==> config.mk <==
export PLATFORM = sky130hd
export DESIGN_NAME = ts_slot_inserter_flat
export DESIGN_NICKNAME = d
export VERILOG_FILES = /design/src/rtl/ts_slot_inserter_if.sv /design/src/rtl/ts_slot_inserter.sv /design/src/flat_wrapper.sv
export SDC_FILE = /design/constraint.sdc
export NUM_CORES = 1
export LEC_CHECK = 0
export ABC_CLOCK_PERIOD_IN_PS = 4500
export BUFFER_PORTS_ARGS = -buffer_cell sky130_fd_sc_hd__buf_2
export CORE_MARGIN = 10
export CORE_UTILIZATION = 45
export CTS_CLUSTER_DIAMETER = 200
export DETAILED_ROUTE_END_ITERATION = 6
export GPL_ROUTABILITY_DRIVEN = 0
export GPL_TIMING_DRIVEN = 0
export SETUP_SLACK_MARGIN = 0.15
export SYNTH_ARGS = -nofsm -noshare
export SYNTH_HDL_FRONTEND = slang
export SYNTH_SLANG_ARGS = --single-unit
==> constraint.sdc <==
create_clock -name i_clk -period 4.5 [get_ports i_clk]
set_input_delay 0 -clock i_clk [delete_from_list [all_inputs] [get_ports i_clk]]
set_output_delay 0 -clock i_clk [all_outputs]
set_load 0.05 [all_outputs]
==> src/rtl/ts_slot_inserter_if.sv <==
// Stream, insertion-data and status bundle of ts_slot_inserter.
// The producer/stream side uses master; the inserter uses slave.
interface ts_slot_inserter_if #(
    parameter int WORD_SIZE = 8,
    parameter int DEPTH     = 8
);
    localparam int LW = $clog2(DEPTH) + 1;

    logic [WORD_SIZE-1:0] ts_in;
    logic                 sync;
    logic [WORD_SIZE-1:0] din;
    logic                 din_valid;
    logic                 din_ready;
    logic [WORD_SIZE-1:0] ts_out;
    logic                 sync_out;
    logic                 slot_active;
    logic                 locked;
    logic [LW-1:0]        fifo_level;
    logic                 underrun;

    modport master (
        output ts_in, sync, din, din_valid,
        input  din_ready, ts_out, sync_out, slot_active, locked, fifo_level, underrun
    );

    modport slave (
        input  ts_in, sync, din, din_valid,
        output din_ready, ts_out, sync_out, slot_active, locked, fifo_level, underrun
    );
endinterface

==> src/rtl/ts_slot_inserter.sv <==
// Frame-locked slot inserter: hunt/check/lock flywheel on SYNC, and an
// all-or-nothing replacement of one payload slot per frame from a local FIFO.
module ts_slot_inserter #(
    parameter int WORD_SIZE     = 8,
    parameter int FRAME_LEN     = 10,
    parameter int SLOT_START    = 1,
    parameter int SLOT_LEN      = 2,
    parameter int DEPTH         = 8,
    parameter int LOCK_THRESH   = 2,
    parameter int UNLOCK_THRESH = 3
) (
    input  logic              i_clk,
    input  logic              i_rst,
    ts_slot_inserter_if.slave io_ts
);
    localparam int PW = $clog2(FRAME_LEN);
    localparam int AW = $clog2(DEPTH);
    localparam int LW = AW + 1;
    localparam int GW = $clog2(LOCK_THRESH + 2);
    localparam int MW = $clog2(UNLOCK_THRESH + 1);
    localparam int SW = $clog2(SLOT_LEN + 1);

    localparam logic [PW-1:0] POS_LAST  = PW'(FRAME_LEN - 1);
    localparam logic [PW-1:0] POS_SLOT  = PW'(SLOT_START);
    localparam logic [LW-1:0] LVL_SLOT  = LW'(SLOT_LEN);
    localparam logic [LW-1:0] LVL_FULL  = LW'(DEPTH);
    localparam logic [GW-1:0] GOOD_LOCK = GW'(LOCK_THRESH);
    localparam logic [MW-1:0] MISS_DROP = MW'(UNLOCK_THRESH);
    localparam logic [SW-1:0] SLOT_REM  = SW'(SLOT_LEN - 1);

    typedef enum logic [1:0] {
        ST_HUNT  = 2'd0,
        ST_CHECK = 2'd1,
        ST_LOCK  = 2'd2
    } state_t;

    state_t               r_state;
    state_t               w_next_state;
    logic [PW-1:0]        r_pos;
    logic [PW-1:0]        w_pos;
    logic [GW-1:0]        r_good;
    logic [GW-1:0]        w_good;
    logic [GW-1:0]        w_good_inc;
    logic [MW-1:0]        r_miss;
    logic [MW-1:0]        w_miss;
    logic [MW-1:0]        w_miss_inc;
    logic [SW-1:0]        r_slot_rem;
    logic [AW-1:0]        r_wptr;
    logic [AW-1:0]        r_rptr;
    logic [LW-1:0]        r_level;
    logic [WORD_SIZE-1:0] r_mem [DEPTH];
    logic [WORD_SIZE-1:0] r_ts_out;
    logic                 r_sync_out;
    logic                 r_slot_active;
    logic                 r_locked;
    logic                 r_underrun;
    logic                 w_expected;
    logic                 w_slot_start;
    logic                 w_slot_take;
    logic                 w_pop;
    logic                 w_push;
    logic                 w_ready;

    // r_pos is the position of the previous word, so the sync slot follows the last word.
    assign w_expected = (r_state != ST_HUNT) && (r_pos == POS_LAST);
    assign w_good_inc = r_good + GW'(1);
    assign w_miss_inc = r_miss + MW'(1);

    // Flywheel next state, position and good/miss counters
    always_comb begin
        w_next_state = r_state;
        w_pos        = (r_pos == POS_LAST) ? '0 : r_pos + PW'(1);
        w_good       = r_good;
        w_miss       = r_miss;
        case (r_state)
            ST_HUNT: begin
                if (io_ts.sync) begin
                    w_next_state = ST_CHECK;
                    w_good       = GW'(1);
                    w_pos        = '0;
                end else begin
                    w_next_state = ST_HUNT;
                end
            end
            ST_CHECK: begin
                if (w_expected) begin
                    if (io_ts.sync) begin
                        w_pos  = '0;
                        w_good = w_good_inc;
                        if (w_good_inc >= GOOD_LOCK) begin
                            w_next_state = ST_LOCK;
                            w_miss       = '0;
                        end else begin
                            w_next_state = ST_CHECK;
                        end
                    end else begin
                        w_next_state = ST_HUNT;
                    end
                end else if (io_ts.sync) begin
                    w_good = GW'(1);
                    w_pos  = '0;
                end else begin
                    w_next_state = ST_CHECK;
                end
            end
            ST_LOCK: begin
                if (w_expected) begin
                    w_pos = '0;
                    if (io_ts.sync) begin
                        w_miss = '0;
                    end else begin
                        w_miss = w_miss_inc;
                        if (w_miss_inc >= MISS_DROP) begin
                            w_next_state = ST_HUNT;
                        end else begin
                            w_next_state = ST_LOCK;
                        end
                    end
                end else begin
                    w_next_state = ST_LOCK;
                end
            end
            default: begin
                w_next_state = ST_HUNT;
                w_pos        = '0;
                w_good       = '0;
                w_miss       = '0;
            end
        endcase
    end

    // The level test uses the registered level, so a same-cycle write cannot satisfy it.
    assign w_slot_start = (r_state == ST_LOCK) && (w_pos == POS_SLOT) && (r_slot_rem == '0);
    assign w_slot_take  = w_slot_start && (r_level >= LVL_SLOT);
    assign w_pop        = w_slot_take || (r_slot_rem != '0);
    assign w_ready      = (r_level < LVL_FULL);
    assign w_push       = io_ts.din_valid && w_ready;

    // Flywheel and slot-progress registers
    always_ff @(posedge i_clk or posedge i_rst) begin
        if (i_rst) begin
            r_state    <= ST_HUNT;
            r_pos      <= '0;
            r_good     <= '0;
            r_miss     <= '0;
            r_slot_rem <= '0;
        end else begin
            r_state <= w_next_state;
            r_pos   <= w_pos;
            r_good  <= w_good;
            r_miss  <= w_miss;
            if (w_slot_take) begin
                r_slot_rem <= SLOT_REM;
            end else if (r_slot_rem != '0) begin
                r_slot_rem <= r_slot_rem - SW'(1);
            end
        end
    end

    // FIFO pointers and level
    always_ff @(posedge i_clk or posedge i_rst) begin
        if (i_rst) begin
            r_wptr  <= '0;
            r_rptr  <= '0;
            r_level <= '0;
        end else begin
            if (w_push) r_wptr <= r_wptr + AW'(1);
            if (w_pop)  r_rptr <= r_rptr + AW'(1);
            case ({w_push, w_pop})
                2'b10:   r_level <= r_level + LW'(1);
                2'b01:   r_level <= r_level - LW'(1);
                default: r_level <= r_level;
            endcase
        end
    end

    // FIFO storage
    always_ff @(posedge i_clk) begin
        if (w_push) r_mem[r_wptr] <= io_ts.din;
    end

    // Registered stream outputs and status
    always_ff @(posedge i_clk or posedge i_rst) begin
        if (i_rst) begin
            r_ts_out      <= '0;
            r_sync_out    <= 1'b0;
            r_slot_active <= 1'b0;
            r_locked      <= 1'b0;
            r_underrun    <= 1'b0;
        end else begin
            r_ts_out      <= w_pop ? r_mem[r_rptr] : io_ts.ts_in;
            r_sync_out    <= io_ts.sync;
            r_slot_active <= w_pop;
            r_locked      <= (r_state == ST_LOCK);
            r_underrun    <= w_slot_start && !w_slot_take;
        end
    end

    assign io_ts.ts_out      = r_ts_out;
    assign io_ts.sync_out    = r_sync_out;
    assign io_ts.slot_active = r_slot_active;
    assign io_ts.locked      = r_locked;
    assign io_ts.underrun    = r_underrun;
    assign io_ts.fifo_level  = r_level;
    assign io_ts.din_ready   = w_ready;
endmodule

==> src/flat_wrapper.sv <==
// flat-port wrapper written by rule: the top's interface ports become plain ports
module ts_slot_inserter_flat 
#(
    parameter int WORD_SIZE     = 8,
    parameter int FRAME_LEN     = 10,
    parameter int SLOT_START    = 1,
    parameter int SLOT_LEN      = 2,
    parameter int DEPTH         = 8,
    parameter int LOCK_THRESH   = 2,
    parameter int UNLOCK_THRESH = 3
)
  (i_clk, i_rst, io_ts_ts_in, io_ts_sync, io_ts_din, io_ts_din_valid, io_ts_din_ready, io_ts_ts_out, io_ts_sync_out, io_ts_slot_active, io_ts_locked, io_ts_fifo_level, io_ts_underrun);
  ts_slot_inserter_if #(.WORD_SIZE(WORD_SIZE), .DEPTH(DEPTH)) io_ts_i ();
  input  logic i_clk;
  input  logic i_rst;
  input wire logic [$bits(io_ts_i.ts_in)-1:0] io_ts_ts_in;
  input wire logic [$bits(io_ts_i.sync)-1:0] io_ts_sync;
  input wire logic [$bits(io_ts_i.din)-1:0] io_ts_din;
  input wire logic [$bits(io_ts_i.din_valid)-1:0] io_ts_din_valid;
  output wire logic [$bits(io_ts_i.din_ready)-1:0] io_ts_din_ready;
  output wire logic [$bits(io_ts_i.ts_out)-1:0] io_ts_ts_out;
  output wire logic [$bits(io_ts_i.sync_out)-1:0] io_ts_sync_out;
  output wire logic [$bits(io_ts_i.slot_active)-1:0] io_ts_slot_active;
  output wire logic [$bits(io_ts_i.locked)-1:0] io_ts_locked;
  output wire logic [$bits(io_ts_i.fifo_level)-1:0] io_ts_fifo_level;
  output wire logic [$bits(io_ts_i.underrun)-1:0] io_ts_underrun;
  assign io_ts_i.ts_in = io_ts_ts_in;
  assign io_ts_i.sync = io_ts_sync;
  assign io_ts_i.din = io_ts_din;
  assign io_ts_i.din_valid = io_ts_din_valid;
  assign io_ts_din_ready = io_ts_i.din_ready;
  assign io_ts_ts_out = io_ts_i.ts_out;
  assign io_ts_sync_out = io_ts_i.sync_out;
  assign io_ts_slot_active = io_ts_i.slot_active;
  assign io_ts_locked = io_ts_i.locked;
  assign io_ts_fifo_level = io_ts_i.fifo_level;
  assign io_ts_underrun = io_ts_i.underrun;
  ts_slot_inserter #(.WORD_SIZE(WORD_SIZE), .FRAME_LEN(FRAME_LEN), .SLOT_START(SLOT_START), .SLOT_LEN(SLOT_LEN), .DEPTH(DEPTH), .LOCK_THRESH(LOCK_THRESH), .UNLOCK_THRESH(UNLOCK_THRESH)) u_core (.i_clk(i_clk), .i_rst(i_rst), .io_ts(io_ts_i));
endmodule
-- Yosys cells after proc, flatten, opt, wreduce, memory -nomap -nowiden
Memories as Yosys holds them, arrays and structs flattened.
Index checks and enable logic that the tools add are counted.
- logic and storage cells: 88
- input bits: 20
- bits in writable memories: 64
- output and inout bits: 17
- memories: 1
- flip-flop bits (word level): 34
- memories (name ; words ; bits a word ; rd ports ; clocked after Yosys merged registers in ; wr ports ; RTL line ; text):
    u_core.r_mem ; 8 ; 8 ; 1 ; 0 ; 1 ; ts_slot_inserter.sv:51 ; logic [WORD_SIZE-1:0] r_mem [DEPTH];
- $add $sub $neg: 8
- bitwise gates (word level): 2
- mux-type cells: 29
- equality and inequality tests: 13
- magnitude comparators: 4
- reductions and logical operators: 18
- operator list (cell ; count):
    two-way mux 2 bit ; 17
    case mux 2 bit (3 select lines) ; 3
    case mux 4 bit (2 select lines) ; 2
    two-way mux 4 bit ; 3
    adder 4 x 1 -> 4 bit, second input constant ; 2
    two-way mux 8 bit ; 1
    nonzero test 2 bit ; 4
    adder 3 x 1 -> 3 bit, second input constant ; 2
    logical AND 1 bit ; 6
    inequality test 2 x 1 -> 1 bit, second input constant ; 3
    inequality test 3 bit, second input constant ; 2
    AND reduction 5 bit ; 1
    adder 2 x 1 -> 2 bit, second input constant ; 2
    equality test 2 x 1 -> 1 bit, second input constant ; 2
    equality test 2 bit, second input constant ; 2
    equality test 4 x 1 -> 1 bit, second input constant ; 1
    equality test 4 bit, second input constant ; 1
    >= comparator 2 bit, second input constant ; 2
    >= comparator 4 x 2 -> 1 bit, second input constant ; 1
    logical NOT 2 bit ; 2
    less-than comparator 4 bit, second input constant ; 1
    AND reduction 2 bit ; 2
    subtractor 4 x 1 -> 4 bit, second input constant ; 1
    two-way mux 1 bit ; 3
    7 further kinds ; 8

-- Depth between registers and ports, before layout
- depth in word-level cells: 11
- mapped depth: 13
- mapped depth without buffers: 12

-- Worst setup path before layout
No wires, ideal clock.
- kind: register to register
- from: reg u_core.r_pos[0]
- to: reg u_core.r_level[2] (netlist: u_core.io_ts.fifo_level[2])
- period minus slack after synthesis: 2.733 ns
- slack: 1.767 ns
- arrival: 2.586 ns
- library setup time: 0.146 ns
- cell stages (with the launch flop): 13
- path buffers: 1
- data required time: 4.354 ns
- cell sequence: dfrtp_1 ha_1 and4bb_2 a22oi_2 a221oi_4 buf_6 ha_1 xor2_1 ha_1 a21oi_1 xor2_1 nor2_1 xor2_1
- word-level cells in the longest chain between the ends: 11
- elaborated cells between the ends (all ways): 16
- those cells by class: add/sub: 1; eq/ne: 4; mux: 5; reduce/logical: 6
- ends and longest elaborated chain (item ; RTL line ; text):
    from (decl) ; ts_slot_inserter.sv:39 ; logic [PW-1:0] r_pos;
    from (signal assigned) ; ts_slot_inserter.sv:149 ; r_pos <= w_pos;
    adder 4 x 1 -> 4 bit or equality test 4 bit (tied branches) ; ts_slot_inserter.sv:72, ts_slot_inserter.sv:65 ;
    two-way mux 4 bit or logical AND 1 bit (tied branches) ; ts_slot_inserter.sv:72, ts_slot_inserter.sv:65 ;
    two-way mux 4 bit (on tied branches) ; -- ;
    case mux 4 bit (2 select lines) * ; ts_slot_inserter.sv:75 ; case (r_state)
    equality test 4 x 1 -> 1 bit * ; ts_slot_inserter.sv:133 ; assign w_slot_start = (r_state == ST_LOCK) && (w_pos == POS_SLOT) && (r_slot_rem == '0);
    logical AND 1 bit * (2 in series) ; ts_slot_inserter.sv:133 ;
    logical AND 1 bit * ; ts_slot_inserter.sv:134 ; assign w_slot_take = w_slot_start && (r_level >= LVL_SLOT);
    logical OR 1 bit * ; ts_slot_inserter.sv:135 ; assign w_pop = w_slot_take || (r_slot_rem != '0);
    net u_core.w_pop ; ts_slot_inserter.sv:60 ; logic w_pop;
    equality test 2 x 1 -> 1 bit or equality test 2 bit (tied branches) ; ts_slot_inserter.sv:169 ; case ({w_push, w_pop})
    case mux 4 bit (2 select lines) or nonzero test 2 bit (tied branches) ; -- ;
    to (signal assigned) ; ts_slot_inserter.sv:170 ; 2'b10: r_level <= r_level + LW'(1);
    to (signal assigned) ; ts_slot_inserter.sv:171 ; 2'b01: r_level <= r_level - LW'(1);
    to (signal assigned) ; ts_slot_inserter.sv:172 ; default: r_level <= r_level;
    to (decl) ; ts_slot_inserter.sv:50 ; logic [LW-1:0] r_level;
The timed path passes the listed nets; every way through them passes the cells marked *.
A chain may end at the register's enable or synchronous reset.

-- Worst setup path in the final report
Ends and elaborated chain as after synthesis.

==> parameters.txt <==
Parameter                              Value

Power
  Worst vdd rail ir drop ... around 250 uV
  Internal power contribution ... between 1.5 and 2 mW
  Total power density per cell area ... a little over 600 mW/mm2
  Proportion of power drawn by flip-flops and latches ... about 40%
  Gate power share ... roughly 40%
  Leakage component of the power ... between 1.5 and 2 nW
  Clock Power Share ... 19.1%
  Sw Ratio ... roughly 36%
  Switching power total ... roughly 1.1 mW
  Total chip power ... 3.06 mW

Global routing
  Most Used Layer, Global Route ... met2
  Initial antenna violation count ... 0
  Vias in the first global route ... 2329
  Pin count of the biggest net entering global routing ... 35
  Wire length of the first global-routing pass ... ~12 mm
  GRT met3 Usage ... 2.67%
  Met1 Usage GRT ... ~15%
  Total global routing track utilization ... 12.1%
  Remaining global-route overflow ... 0
  Met2 capacity usage during global routing ... 19.9%

CTS
  Maximum buffer depth of the clock tree ... 2
  Clk sink count ... between 90 and 100
  Clock-pin slew on the worst setup and hold paths ... about 100 ps
  Source-to-sink clock delay at the later pin of the worst-skew pair ... around 360 ps
  Number of hold buffers added after cts ... 18
  Count of instances resized after the clock tree is built ... 0
  H-Tree Level Count ... 3
  Clock root cell ... clkbuf_8
  Clock tree from TritonCTS ... done
  Total CTS buffers ... 9
  Post-CTS repair timing setup buffer count ... 0

Timing
  Number of failing hold endpoints at the final stage ... 0
  Worst-case headroom to the max-slew limit ... about a third
  Max frequency ... 334 MHz
  Share of the clock period used by the worst path after layout ... 66.6%
  Largest clock skew in the final design ... between 10 and 15 ps
  Total Negative Setup Slacks ... 0 ps
  Final Setup Violations ... 0
  Number of pins with negative max-slew slack in the final report ... 0
  Crit path setup slack, layout ... 1500 ps
  Tmin final ... ~3000 ps
  Setup repair after global routing missed its margin ... false
  Transition time at the pin with the least slew margin ... about 1000 ps

Place
  Placed Area ... 0.00452 mm2
  HPWL after detailed placement ... between 4 and 5 mm
  Setup slack at placement ... 1500 ps
  Instance count after placement with tap cells included ... 395
  Port buffer count ... 36

Cells and area
  Share of cells above drive strength 1 ... ~29%
  Non-filler cells, final ... 429
  Relative area change from synthesis to final layout ... 17.1%
  Count of antenna diodes in the layout ... 0
  NumNets Final ... between 300 and 400
  Cell area after layout ... ~0.0049 mm2

Routing
  Iteration-0 DRC Markers ... between 60 and 70
  Post-route antenna net violation count ... 0
  Routed wire per std cell ... ~18 um
  DRC Markers ... 0
  1st-pass router iterations ... 4
  Wire length after detailed routing ... about 7.6 mm
  DR vias ... between 2000 and 2500
  Vias/cell ... a little over 5

Synthesis
  Cell taking the most area after synthesis ... edfxtp_1
  Fraction of synthesized area in multiplexers ... 16.0%
  Post-synth EDFFs ... 64
  Seq/Total Area, Yosys ... around two thirds
  Yosys warning total ... 0
  Post-synthesis xor/xnor area fraction ... under 10%
  Count of state elements after synthesis ... a little under 100
  Share of async-settable or async-resettable flops after synthesis ... 34.7%
  Compound-Gate Fraction of Synth Area ... around 4.7%
  Synthesized-area fraction occupied by and/or/nand/nor cells ... 5.76%
  Area contributors post-synth ... edfxtp_1 46%, dfrtp_1 20%, mux4_1 6.3%
  Synthesized area ... about 0.0042 mm2
  Netlist cell types ... 42
  Adder-cell area share of the yosys netlist ... ~2.7%
  Primary flip-flop cell chosen by synthesis mapping ... edfxtp_1
  Area share of the largest cell type after synthesis ... a little under half
  Net Count, Synth ... around 280
  Post-Syn Area per Cell ... 16.9 um2
  Gate Count Post-Synth ... between 200 and 250
  Largest family of logic cells by synthesized area ... multiplexers

Critical path
  Class of the most critical setup path ... flop to flop
  Kind of start point of the critical path ... flop
  Start point of the critical path ... u_core.r_pos[0]$_DFF_PP0_
  Endpoint required time on the critical path ... around 4700 ps
  Arrival time at the worst endpoint ... 3240 ps
  Element type at the critical path end ... flop
  Top fanout value on the critical path ... 12
  Startpoint of the worst-slack reg-to-reg timing path ... u_core.r_pos[0]$_DFF_PP0_

Floorplan
  Total Die Area ... roughly 0.014 mm2
  Top-Level Pins ... 37
  Die Span Y ... between 100 and 150 um
  Count of standard-cell rows ... 35
  Horizontal die dimension ... roughly 120 um
  Std-Cell Core Area ... 0.00915 mm2
  Initial cell density of the core ... between 40% and 50%

Flow run
  Number of violations of the max-capacitance limit ... 0

Hold path
  Worst hold path startpoint ... io_ts_din_valid
  HP Class ... input port to flop

Status
  Status ... complete, no violations
-- power by group through the flow --
stage,clock network [mW],logic (mW),registers (mW)
after floorplan,0,0.791,1.44
after global routing,0.636,1.37,1.23
after CTS,0.599,1.29,1.22
after global placement,0,1.26,1.23
after detailed placement,0,1.28,1.24
final,0.586,1.26,1.22
-- Yosys cell counts (6+ instances only) --
master and number:
xnor2_1 6, mux4_2 6, ha_1 9, mux2_2 14
nor3_1 6, nand2_1 11, mux2_4 7, dfrtp_1 34
o21ai_0 9, mux4_1 10, inv_1 11, nor2_1 14
edfxtp_1 64
-- logic make-up (layout without fill, tap and decap cells) --
group,after synthesis,count (layout)
and+or+nand+nor,47,47
AOI/OAI and AO/OA,27,27
DFF,98,98
muxes,38,38
xor gates and xnor gates,11,11
buffers and inverters,18,88
adders and majority gates,9,9
-- final cells by class --
cell class / count / area, um2
Buffer: 7 / 65.1
Clock buffer: 9 / 124
Clock inverter: 7 / 85.1
Fill cell: 737 / 4240
Inverter: 11 / 41.3
Multi-Input combinational cell: 132 / 1330
Sequential cell: 98 / 2770
Tap cell: 111 / 139
Timing Repair Buffer: 54 / 360
-- placed cells by master, fill, tap and decap left out, types with 3 or more instances in the layout --
| master | Yosys | routed |
|---|---|---|
| clkbuf_8 | 0 | 9 |
| nand2b_1 | 3 | 3 |
| xor2_1 | 5 | 5 |
| edfxtp_1 | 64 | 64 |
| mux4_1 | 10 | 10 |
| mux2_4 | 7 | 7 |
| mux4_2 | 6 | 6 |
| inv_1 | 11 | 10 |
| dlygate4sd3_1 | 0 | 18 |
| nand2_1 | 11 | 11 |
| nor3_1 | 6 | 4 |
| mux2_2 | 14 | 14 |
| xnor2_1 | 6 | 6 |
| buf_2 | 0 | 36 |
| buf_6 | 3 | 3 |
| o21ai_0 | 9 | 9 |
| nor2_1 | 14 | 14 |
| nor2b_1 | 3 | 3 |
| ha_1 | 9 | 9 |
| clkinv_4 | 0 | 4 |
| nand3_1 | 3 | 3 |
| dfrtp_1 | 34 | 34 |
| a21oi_1 | 5 | 5 |
-- worst max-delay path, stage by stage (launching register included) --
cell	delay [ps]
dfrtp_1	460
ha_1	330
and4bb_2	230
a22oi_2	100
a221oi_4	420
buf_6	260
ha_1	300
xor2_1	100
ha_1	190
a21oi_1	150
xor2_1	160
nor2_1	60
xor2_1	130
-- sequential cells by signal, indices dropped and copies added, names as in the netlist --
register and count:
u_core.r_good 2, u_core.io_ts.slot_active 1, u_core.r_state 2, u_core.io_ts.sync_out 1
u_core.io_ts.underrun 1, u_core.r_rptr 3, u_core.io_ts.locked 1, u_core.r_wptr 3
u_core.io_ts.ts_out 8, u_core.r_mem 64, u_core.io_ts.fifo_level 4, u_core.r_miss 2
u_core.r_slot_rem 2, u_core.r_pos 4
-- worst paths after layout --
check,end,slack [ps],cells after the start
worst min register to register,u_core.r_wptr[0]$_DFFE_PP0P_,520,1
worst max-delay path,u_core.io_ts.fifo_level[2]$_DFFE_PP0P_,1500,12
worst min-delay path,u_core.r_wptr[0]$_DFFE_PP0P_,110,3
max in group asynchronous,u_core.r_pos[2]$_DFF_PP0_,3690,3
worst max register to register,u_core.io_ts.fifo_level[2]$_DFFE_PP0P_,1500,12
min in group asynchronous,u_core.io_ts.slot_active$_DFF_PP0_,310,3
-- metal layers --
layer	vias to the layer above	wire, um
met4	0	142
met1	1085	3420
met5	-	0
li1	1075	-
met2	27	3760
met3	16	251
-- through the flow --
stage	util, %	hold slack (ps)
6_report	53.7	109
5_1_grt	53.7	137
4_1_cts	53.7	110
3_5_place_dp	49.4	126
3_3_place_gp	49.3	126
2_1_floorplan	-	31.4
Note: power is estimated with default switching activity, not from simulation.
